`src/rtl/tick_sched.sv`:
```
// Programmable timebase: run-time configurable clock divider with one-shot or
// continuous tick runs, abort, and a completion pulse.
module tick_sched #(
  parameter int DIVW        = 20,
  parameter int CNTW        = 16,
  parameter int DIV_DEFAULT = 50_000
) (
  input  logic            CLK,
  input  logic            RST,
  input  logic            cfg_valid,
  output logic            cfg_ready,
  input  logic [DIVW-1:0] cfg_div,
  input  logic [CNTW-1:0] cfg_count,
  output logic            cfg_err,
  input  logic            start,
  input  logic            stop,
  output logic            tick,
  output logic            clk_out,
  output logic            busy,
  output logic            done,
  output logic [CNTW-1:0] tick_cnt
);

  typedef enum logic [1:0] {IDLE, RUN, DONE} state_t;

  state_t          state_reg;
  logic [DIVW-1:0] div_reg;
  logic [DIVW-1:0] pre_reg;
  logic [CNTW-1:0] count_reg;
  logic [CNTW-1:0] tick_cnt_reg;
  logic            cfg_err_reg;

  logic            at_wrap;
  logic            cfg_take;
  logic            cfg_bad;
  logic [CNTW-1:0] tick_cnt_next;

  assign cfg_ready     = (state_reg == IDLE);
  assign cfg_take      = cfg_valid && cfg_ready;
  assign cfg_bad       = cfg_take && (cfg_div < DIVW'(2));
  assign at_wrap       = (pre_reg == div_reg - DIVW'(1));
  assign tick_cnt_next = tick_cnt_reg + CNTW'(1);

  // Outputs decode registered state only; no input reaches them combinationally.
  assign tick     = (state_reg == RUN) && at_wrap;
  assign clk_out  = (state_reg == RUN) && (pre_reg >= (div_reg >> 1));
  assign busy     = (state_reg == RUN);
  assign done     = (state_reg == DONE);
  assign tick_cnt = tick_cnt_reg;
  assign cfg_err  = cfg_err_reg;

  always_ff @(posedge CLK) begin
    if (RST) begin
      state_reg    <= IDLE;
      div_reg      <= DIVW'(DIV_DEFAULT);
      count_reg    <= '0;
      pre_reg      <= '0;
      tick_cnt_reg <= '0;
      cfg_err_reg  <= 1'b0;
    end else begin
      cfg_err_reg <= cfg_bad;
      // A config accepted on the start edge is already in effect for that run.
      if (cfg_take && !cfg_bad) begin
        div_reg   <= cfg_div;
        count_reg <= cfg_count;
      end
      case (state_reg)
        IDLE: begin
          if (start && !stop) begin
            state_reg    <= RUN;
            pre_reg      <= '0;
            tick_cnt_reg <= '0;
          end
        end
        RUN: begin
          pre_reg <= at_wrap ? '0 : pre_reg + DIVW'(1);
          if (at_wrap)
            tick_cnt_reg <= tick_cnt_next;
          // Abort wins over completion: a stopped run never signals done.
          if (stop)
            state_reg <= IDLE;
          else if (at_wrap && (count_reg != '0) && (tick_cnt_next == count_reg))
            state_reg <= DONE;
        end
        DONE:    state_reg <= IDLE;
        default: state_reg <= IDLE;
      endcase
    end
  end

endmodule

```
`config.mk`:
```
export PLATFORM = sky130hd
export DESIGN_NAME = tick_sched
export DESIGN_NICKNAME = d
export VERILOG_FILES = /design/src/rtl/tick_sched.sv
export SDC_FILE = /design/constraint.sdc
export NUM_CORES = 1
export LEC_CHECK = 0
export BUFFER_PORTS_ARGS = -buffer_cell sky130_fd_sc_hd__buf_4
export CAP_MARGIN = 20
export CORE_MARGIN = 5
export CORE_UTILIZATION = 60
export CTS_BUF_LIST = sky130_fd_sc_hd__clkbuf_4 sky130_fd_sc_hd__clkbuf_8 sky130_fd_sc_hd__clkbuf_16
export DETAILED_ROUTE_END_ITERATION = 12
export PLACE_DENSITY = 0.81
export SETUP_SLACK_MARGIN = 0.02
export SYNTH_ARGS = -nofsm -noshare
export SYNTH_HDL_FRONTEND = slang
export SYNTH_SLANG_ARGS = --single-unit
```
`constraint.sdc`:
```
create_clock -name CLK -period 8.82 [get_ports CLK]
set_input_delay 1.764 -clock CLK [delete_from_list [all_inputs] [get_ports CLK]]
set_output_delay 1.764 -clock CLK [all_outputs]
set_load 0.005 [all_outputs]
```
==> reports/summary.txt <==
endpoints failing setup - 0
Max IR drop VDD - 114 uV
Mapped Nets - 670
initial antenna violation count - 0
routed vias/inst - 5.86
Leak - 0.00212 uW
Total GRT Usage - 26.6%
Routed Antenna Nets - 0
FF+latch count, synth - 75
post-route insts no fill - 763
most frequent cell after synthesis - nand2_1
Main synth FF type - dfxtp_1
final core occ - 70.2%
Period minus WS final - 5.48 ns
GP Congestion - 0.913
clock sink total - 75
placed cell area - 5190 sq um
Tot Pwr - 754 uW
Area Overhead vs Synth - 14.8%
DR iter-0 viols - 296
crit-path max FO - 7
H-tree depth - 3
Slew HR - 37.2%
CP Class - reg2out
DRC viols - 0
share of post-route cells with drive strength above 1 - 13.3%
Worst-Margin Slew - 0.940 ns
Yosys Warn Count - 0
CP Depth - 10
Post-Synthesis Cells - 607
vias in the first global route - 4220
PD cells - 140 nW/um^2
status - completed
total CTS buffers - 9
Worst-Skew Late Latency - 0.36 ns
Hold Fails Final Rpt - 0
worst hold-check path type - reg2reg
footprint of the multi-input gates - 2930 sq um
FMAX - 0.183 GHz
reg2reg path depth - 10
sequential share of the synthesized area - 31.9%
fill count - 636
top-level port count - 63
Sequential Area - 1500 sq um
type of origin of the critical path - register
# diodes - 0
final slew viol count - 0
Overflow after GRT - 0
Net count, final - 719
DR pass1 iterations - 5
clock transition at the registers of the reported paths - 0.08 ns
Synth top cells by count - 101 x nand2_1, 75 x dfxtp_1, 43 x xnor2_1
Final period util - 62.1%
Post-synth ARST share - 0%
CP Data Arrival Time - 3.71 ns
post-DP HPWL - 9.49 mm
Post-CTS Setup Bufs - 0
CTS tree - yes
DRT Wirelength - 12.7 mm
CP Buf/Inv Count - 2
Layout Skew - 0.0147 ns
post-synthesis cell area - 4700 sq um
PortBufs - 62
Hold Crit Depth - 2
Design Area, Final - 5400 sq um
CP max stage cell - or4_1
routed vias - 4468
die height - 98.5 um
top-area cell type share of the netlist area - 31.9%
die area - 9710 sq um
largest net degree at the start of global routing - 45
Post-CTS Resized - 0
Yosys top cell by area - dfxtp_1
EDFF count, synth - 0
Hold Buf Count CTS - 0
Yosys cell types - 54
worst path cell trace - inv_1 -> ha_1 -> nor3b_1 -> nand4_1 -> xnor2_1 -> nand2_1 -> or4_1 -> or4_1 -> nor2_1 -> buf_4
Die Span X - 98.5 um
WP data required - 7.06 ns
RSZ-0062 raised after global routing - no
Area contributors post-synth - dfxtp_1 32%, nand2_1 8.1%, xnor2_1 8.0%, ha_1 5.9%, xor2_1 5.2%
CP Capture Type - primary output
final setup TNS - 0 ns
CORE AREA - 7690 sq um
placed cells - 747
Longest Clk Path Bufs - 2
cell mode on critical path - or4_1
Rows - 32
wire per inst - 16.7 um
Largest delay share family, worst path - simple AND/OR/NAND/NOR gates
Max Cap Viol - 0
max incr delay on CP - 0.70 ns
global-route wire length before repair - 21.1 mm
root buffer cell - clkbuf_8
Starting Density - 61.2%
Syn Area/Cell - 7.75 sq um
==> power breakdown <==
group,switching [uW],internal [uW]
Sequential,16.1,349
Clock,144,141
Combinational,58.4,44.9
==> metrics by stage <==
step	setup slack, ns	hold slack [ns]
2_1_floorplan	4.32	0.457
4_1_cts	3.33	0.486
5_1_grt	3.02	0.517
6_report	3.34	0.486
3_3_place_gp	3.91	0.473
3_5_place_dp	3.75	0.475
==> metal layers <==
layer	global-route usage (%)	wire, um	up-vias
met5	0	0	-
met2	40.3	5620	154
li1	-	-	2204
met4	8.40	218	0
met1	38.0	6080	2091
met3	5.17	784	19
==> path summary, 6_finish.rpt <==
kind | start | end | slack, ns
worst min-delay path | count_reg[13]$_SDFFE_PP0P_ | count_reg[13]$_SDFFE_PP0P_ | 0.49
worst max-delay path | div_reg[0]$_SDFFE_PP0P_ | tick | 3.34
worst min register to register | count_reg[13]$_SDFFE_PP0P_ | count_reg[13]$_SDFFE_PP0P_ | 0.49
worst max register to register | div_reg[0]$_SDFFE_PP0P_ | tick_cnt[6]$_SDFFE_PP0P_ | 4.57
==> area by class of cell <==
| cell class | instances | share of cell area [%] |
|---|---|---|
| Sequential cell | 75 | 27.8 |
| Clock inverter | 6 | 1.32 |
| Timing Repair Buffer | 64 | 8.90 |
| Inverter | 39 | 2.71 |
| Multi-Input combinational cell | 467 | 54.3 |
| Clock buffer | 10 | 2.55 |
| Tap cell | 102 | 2.36 |
==> kinds of logic (layout without fill, tap and decap cells) <==
logic type	Yosys count	after routing	share of synthesized area [%]
AO/OA/AOI/OAI	96	96	12.7
XOR/XNOR	71	71	13.2
adder cells (fa/ha/maj)	22	22	5.85
buffers and inverters	65	119	5.77
flip-flops	75	75	31.9
multiplexers	3	3	0.665
AND/OR/NAND/NOR	275	275	29.8
==> cells in the final DEF, fill, tap and decap left out, types with 3 or more instances in the layout <==
master / count
nand2_1: 101
dfxtp_1: 75
buf_4: 64
xnor2_1: 43
inv_1: 39
a21oi_1: 39
nor2_1: 35
xor2_1: 28
nor3_1: 24
ha_1: 22
nor4_1: 20
nand3_1: 20
nand4_1: 14
a21o_1: 13
o21ai_0: 11
nand2b_1: 11
clkbuf_8: 10
or4_1: 9
nor3b_1: 7
o22ai_1: 6
and3_1: 6
nand3b_1: 6
o21ai_1: 5
and4_1: 5
nor2b_1: 4
or3_1: 3
o2111ai_1: 3
==> worst reg2reg max path, cell delays in order, from the launching register on <==
cell and delay [ns]:
dfxtp_1 0.37, inv_1 0.09, ha_1 0.23, nor3b_1 0.66, nand4_1 0.26, xnor2_1 0.21, nand2_1 0.07, or4_1 0.51
or4_1 0.70, a21oi_4 0.81, o22ai_1 0.19
Note: power is estimated with default switching activity, not from simulation.
